--- src/rtl/calc_input_sequencer.sv ---
`default_nettype none
// ============================================================================
//  Module   : calc_input_sequencer
//  Purpose  : Turns calculator key clicks into ALU requests. Digits build
//             operand A, an operator latches the opcode, digits build operand
//             B, '=' issues a valid/ready request, and the returned result
//             is captured for display and can seed the next calculation.
//  Ports    : clk, reset        - clock, synchronous active-high reset
//             newDigit, newOp   - level inputs, high while a square is clicked
//             keyCode[3:0]      - digit 0-9 or op 1=* 2=+ 3=- 4=/ 14='='
//             calc_ready        - ALU accepts request
//             result_valid      - one-cycle result pulse, result[15:0]
//             calc_valid        - request to ALU
//             operandA/B[15:0]  - operands, opCode[3:0] - operator
//             display_value     - value shown on screen
//             busy              - high while a request is outstanding
//  Revision : 1.0 - initial release
// ============================================================================
module calc_input_sequencer (
    input  logic        clk,
    input  logic        reset,
    input  logic        newDigit,
    input  logic        newOp,
    input  logic [3:0]  keyCode,
    input  logic        calc_ready,
    input  logic        result_valid,
    input  logic [15:0] result,
    output logic        calc_valid,
    output logic [15:0] operandA,
    output logic [15:0] operandB,
    output logic [3:0]  opCode,
    output logic [15:0] display_value,
    output logic        busy
);

    typedef enum logic [2:0] {
        S_ENTER_A = 3'd0,
        S_OP_SEEN = 3'd1,
        S_ENTER_B = 3'd2,
        S_EXEC    = 3'd3,
        S_WAIT    = 3'd4,
        S_RESULT  = 3'd5
    } state_t;

    localparam logic [2:0] C_MAX_DIGITS = 3'd4;
    localparam logic [3:0] C_KEY_EQUAL  = 4'd14;

    state_t      r_state, w_state_d;
    logic [15:0] r_a, w_a_d;
    logic [15:0] r_b, w_b_d;
    logic [3:0]  r_op, w_op_d;
    logic [2:0]  r_cnt, w_cnt_d;
    logic [15:0] r_res, w_res_d;
    logic        r_prev;

    logic        w_press;
    logic        w_digit_ev;
    logic        w_arith_ev;
    logic        w_eq_ev;
    logic        w_room;
    logic [15:0] w_a_acc;
    logic [15:0] w_b_acc;
    logic [15:0] w_key16;

    // A press is the rising edge of "any square clicked"; both lines high at
    // once is ambiguous and is dropped, but still arms the prev flag.
    assign w_press    = (newDigit ^ newOp) && !r_prev;
    assign w_digit_ev = w_press && newDigit && (keyCode <= 4'd9);
    assign w_arith_ev = w_press && newOp && (keyCode >= 4'd1) && (keyCode <= 4'd4);
    assign w_eq_ev    = w_press && newOp && (keyCode == C_KEY_EQUAL);
    assign w_room     = (r_cnt < C_MAX_DIGITS);
    assign w_key16    = {12'd0, keyCode};
    // Four digits max keeps the value at 9999, so no 16-bit overflow.
    assign w_a_acc    = (r_a * 16'd10) + w_key16;
    assign w_b_acc    = (r_b * 16'd10) + w_key16;

    always_comb begin
        w_state_d = r_state;
        w_a_d     = r_a;
        w_b_d     = r_b;
        w_op_d    = r_op;
        w_cnt_d   = r_cnt;
        w_res_d   = r_res;
        case (r_state)
            S_ENTER_A: begin
                if (w_digit_ev && w_room) begin
                    w_a_d   = w_a_acc;
                    w_cnt_d = r_cnt + 3'd1;
                end else if (w_arith_ev) begin
                    w_op_d    = keyCode;
                    w_state_d = S_OP_SEEN;
                end
            end
            S_OP_SEEN: begin
                if (w_digit_ev) begin
                    w_b_d     = w_key16;
                    w_cnt_d   = 3'd1;
                    w_state_d = S_ENTER_B;
                end else if (w_arith_ev) begin
                    w_op_d = keyCode;
                end
            end
            S_ENTER_B: begin
                if (w_digit_ev && w_room) begin
                    w_b_d   = w_b_acc;
                    w_cnt_d = r_cnt + 3'd1;
                end else if (w_eq_ev) begin
                    w_state_d = S_EXEC;
                end
            end
            S_EXEC: begin
                if (calc_ready) begin
                    w_state_d = S_WAIT;
                end
            end
            S_WAIT: begin
                if (result_valid) begin
                    w_res_d   = result;
                    w_state_d = S_RESULT;
                end
            end
            S_RESULT: begin
                if (w_digit_ev) begin
                    w_a_d     = w_key16;
                    w_b_d     = 16'd0;
                    w_cnt_d   = 3'd1;
                    w_state_d = S_ENTER_A;
                end else if (w_arith_ev) begin
                    // Chain the previous result as the new left operand.
                    w_a_d     = r_res;
                    w_op_d    = keyCode;
                    w_state_d = S_OP_SEEN;
                end
            end
            default: begin
                w_state_d = S_ENTER_A;
            end
        endcase
    end

    always_ff @(posedge clk) begin
        if (reset) begin
            r_state <= S_ENTER_A;
            r_a     <= 16'd0;
            r_b     <= 16'd0;
            r_op    <= 4'd0;
            r_cnt   <= 3'd0;
            r_res   <= 16'd0;
            r_prev  <= 1'b0;
        end else begin
            r_state <= w_state_d;
            r_a     <= w_a_d;
            r_b     <= w_b_d;
            r_op    <= w_op_d;
            r_cnt   <= w_cnt_d;
            r_res   <= w_res_d;
            r_prev  <= newDigit | newOp;
        end
    end

    assign calc_valid = (r_state == S_EXEC);
    assign busy       = (r_state == S_EXEC) || (r_state == S_WAIT);
    assign operandA   = r_a;
    assign operandB   = r_b;
    assign opCode     = r_op;

    always_comb begin
        display_value = r_a;
        case (r_state)
            S_ENTER_B, S_EXEC, S_WAIT: display_value = r_b;
            S_RESULT:                  display_value = r_res;
            default:                   display_value = r_a;
        endcase
    end

endmodule
`default_nettype wire
--- config.mk ---
export PLATFORM = sky130hd
export DESIGN_NAME = calc_input_sequencer
export DESIGN_NICKNAME = d
export VERILOG_FILES = /design/src/rtl/calc_input_sequencer.sv
export SDC_FILE = /design/constraint.sdc
export NUM_CORES = 1
export LEC_CHECK = 0
export ABC_AREA = 1
export CORE_MARGIN = 2
export CORE_UTILIZATION = 46
export CTS_CLUSTER_DIAMETER = 60
export DETAILED_ROUTE_END_ITERATION = 10
export PLACE_DENSITY = 0.82
export REMOVE_ABC_BUFFERS = 1
export SLEW_MARGIN = 10
export SYNTH_ARGS = -nofsm -noshare
export SYNTH_HDL_FRONTEND = slang
export SYNTH_SLANG_ARGS = --single-unit
--- constraint.sdc ---
create_clock -name clk -period 6.9 [get_ports clk]
set_clock_uncertainty 0.15 [all_clocks]
set_input_delay 0.69 -clock clk [delete_from_list [all_inputs] [get_ports clk]]
set_output_delay 0.69 -clock clk [all_outputs]
set_load 0.01 [all_outputs]
==> results.txt <==
Switching Fraction: 37.4%
Seq cells post-synth: 59
Setup Viol. Count Final: 0
Initial antenna violation count: 0
Largest net degree at the start of global routing: 43
Vias in the first global route: 4878
Sequential power share: 34.3%
Area grow syn2layout: 21.5%
DR WL/cell: 14.6 um
R2r setup slk: 3.73 ns
Failing checks: DRC
First-pass GRT wire length: 23600 um
Switch Pwr: 0.438 mW
Total Power: 1.17 mW
Post_cts resized: 0
Fin area: 6210 um^2
Fin crit period: 3.61 ns
Dpl cells: 994
Comb pwr share: 36.6%
Measured slew at the worst slew-check pin: 0.988 ns
Slew Viols, Final: 0
Max VDD drop: 0.000136 V
Final nets: 949
Post-synthesis sequential area ratio: 23.1%
Lkg Pwr: 2.89 nW
Synth cell types: 43
Layout cells sized above 1: 6.21%
Syn Area/Cell: 6.44 um^2
Final cell count without fillers: 1010
Worst setup margin: 3.29 ns
Status: finished, violations left
Clock share of power: 29.0%
Final worst-path cycle share: 52.3%
FFs w/ async S/R, synth: 0%
Gr ovfl total: 0
Core Area: 10800 um^2
# diodes: 0
Die area: 12000 um^2
Fin Setup TNS: 0 ns
Post-CTS setup buffers: 0
Vias: 5552
All-Layer GR Usage: 24.9%
Worst Path Max Fanout: 20
Setup crit end: display_value[9]
Slew HR: 34.0%
Die Y: 109 um
Sink Count: 59
Crit Reg-Reg Endpoint: operandA[14]$_SDFFE_PP0P_
Critical Path RT: 6.06 ns
Hold Path Class: flop to flop
Post-synth EDFFs: 0
Clk buf depth: 2
Cell area after synthesis: 5110 um^2
WS Path Type: flop to output pin
Critical Path Start: r_state[1]$_SDFFE_PP0P_
Reg clk slew, reported paths: 0.06 ns
H-Tree Depth: 3
Routability cong.: 0.941
Largest cells by area after synthesis: dfxtp_1 (23%), nand2_1 (15%), ha_1 (13%)
DIE WIDTH: 109 um
Critical Path Sink Type: output pin
Startpoint Class: flop
CTS tree: done
CTS Hold Buffers Added: 0
# IOs: 80
Synthesis warning total: 0
Most area-hungry cell type in the Yosys netlist: dfxtp_1
FMAX: 277 MHz
FP Rows: 38
R2R cell count: 15
DP Area: 5990 um^2
Hpwl dp: 11100 um
Mapped Cells: 793
Vias per cell: 5.50
RSZ-0062 raised after global routing: no
Final hold viol count: 0
Max Cap Violations: 0
Final Util: 57.3%
Routed Antenna Nets: 0
WP data arrival: 2.77 ns
Filler cells: 1050
# DRC: 1
Primary FF master, synth: dfxtp_1
Root Buffer: clkbuf_8
Top cell type's share of synthesized area: 23.1%
Pwr dens: 188 nW/um^2
Place WS: 3.45 ns
Clock latency on the worst-skew pair: 0.35 ns
Iter 0 DRT Violations: 476
Hold WS: 0.322 ns
Pint: 0.732 mW
Pre-Repair DR Iteration Count: 9
Port Buf Inserts: 79
Starting Density: 47.1%
Total wire length: 14800 um
CTS Buf Count: 9
R2r startpoint: operandA[3]$_SDFFE_PP0P_
==> Yosys cell counts (2+ instances only) <==
cell type,n
xnor2_1,2
a31oi_1,5
xor2_1,6
nor2_1,48
nor2_4,3
or2_2,6
a21oi_1,78
nor2_2,9
o21ai_1,10
nor3_1,4
fa_1,4
o221ai_1,2
inv_1,99
nand3b_1,8
buf_2,5
o211ai_1,12
clkbuf_1,12
inv_2,8
buf_4,2
nand3_1,72
nand2_2,3
o21ai_0,48
nand2_1,198
ha_1,54
dfxtp_1,59
nand4_1,18
nor3b_1,2
==> cell type report <==
class	count	area (um^2)	area share [%]
clock buffer	12	165	2.66
clock inverter	4	47.5	0.766
inverter	107	402	6.47
multi-input combinational	607	3430	55.3
sequential	59	1180	19.0
tap	140	175	2.82
timing repair buffer	81	806	13.0
==> worst min path at each step <==
stage / cells past startpoint / slack [ns] / from / to
after floorplan: 2 / 0.28 / r_res[0]$_SDFFE_PP0P_ / r_res[0]$_SDFFE_PP0P_
after global placement: 2 / 0.30 / r_cnt[1]$_SDFFE_PP0P_ / r_cnt[1]$_SDFFE_PP0P_
after detailed placement: 2 / 0.31 / r_cnt[1]$_SDFFE_PP0P_ / r_cnt[1]$_SDFFE_PP0P_
after CTS: 2 / 0.32 / r_res[4]$_SDFFE_PP0P_ / r_res[4]$_SDFFE_PP0P_
after global routing: 2 / 0.34 / r_res[4]$_SDFFE_PP0P_ / r_res[4]$_SDFFE_PP0P_
final: 2 / 0.32 / r_res[0]$_SDFFE_PP0P_ / r_res[0]$_SDFFE_PP0P_
==> metal layers <==
layer	global-route usage, %	up-vias	part of all wire (%)
met4	7.50	0	1.9
met3	2.61	21	7.1
met5	0	-	0
met1	33.8	2498	45
li1	-	2804	-
met2	41.7	229	46
==> worst max-delay path, stage by stage (launching register included) <==
cell and delay [ns]:
dfxtp_1 0.45, inv_1 0.08, nor2_2 0.31, nor2_1 0.09
buf_4 0.23, inv_1 0.40, nand2_1 0.10, o211ai_1 0.17
clkdlybuf4s50_1 0.59
==> kinds of logic (layout without fill, tap and decap cells) <==
logic type / after synthesis / after routing / synth area share, %
simple gates: 376 / 376 / 33.2
fa+ha+maj: 58 / 58 / 14.8
flops: 59 / 59 / 23.1
compound gates: 165 / 165 / 17.8
buf+inv: 127 / 204 / 9.75
xor+xnor: 8 / 8 / 1.37
==> state kept, by name, indices dropped and copies added (netlist names) <==
signal / count
opCode: 4
operandA: 16
operandB: 16
r_cnt: 3
r_prev: 1
r_res: 16
r_state: 3
==> power by group through the flow <==
stage	registers (mW)	clock network, mW	logic, mW
2_1_floorplan	0.403	0	0.264
3_3_place_gp	0.408	0	0.415
3_5_place_dp	0.408	0	0.420
4_1_cts	0.401	0.337	0.424
5_1_grt	0.404	0.354	0.476
6_report	0.401	0.340	0.429
==> cell usage in the layout, fill, tap and decap left out, types with 5 or more instances in the layout <==
cell type | synthesis | routed
nand2_1 | 198 | 198
inv_1 | 99 | 99
clkdlybuf4s50_1 | 0 | 79
a21oi_1 | 78 | 78
nand3_1 | 72 | 72
dfxtp_1 | 59 | 59
ha_1 | 54 | 54
nor2_1 | 48 | 48
o21ai_0 | 48 | 48
nand4_1 | 18 | 18
o211ai_1 | 12 | 12
clkbuf_8 | 0 | 12
o21ai_1 | 10 | 10
nor2_2 | 9 | 9
inv_2 | 8 | 8
nand3b_1 | 8 | 8
xor2_1 | 6 | 6
or2_2 | 6 | 6
a31oi_1 | 5 | 5
(Power assumes the default switching activity.)
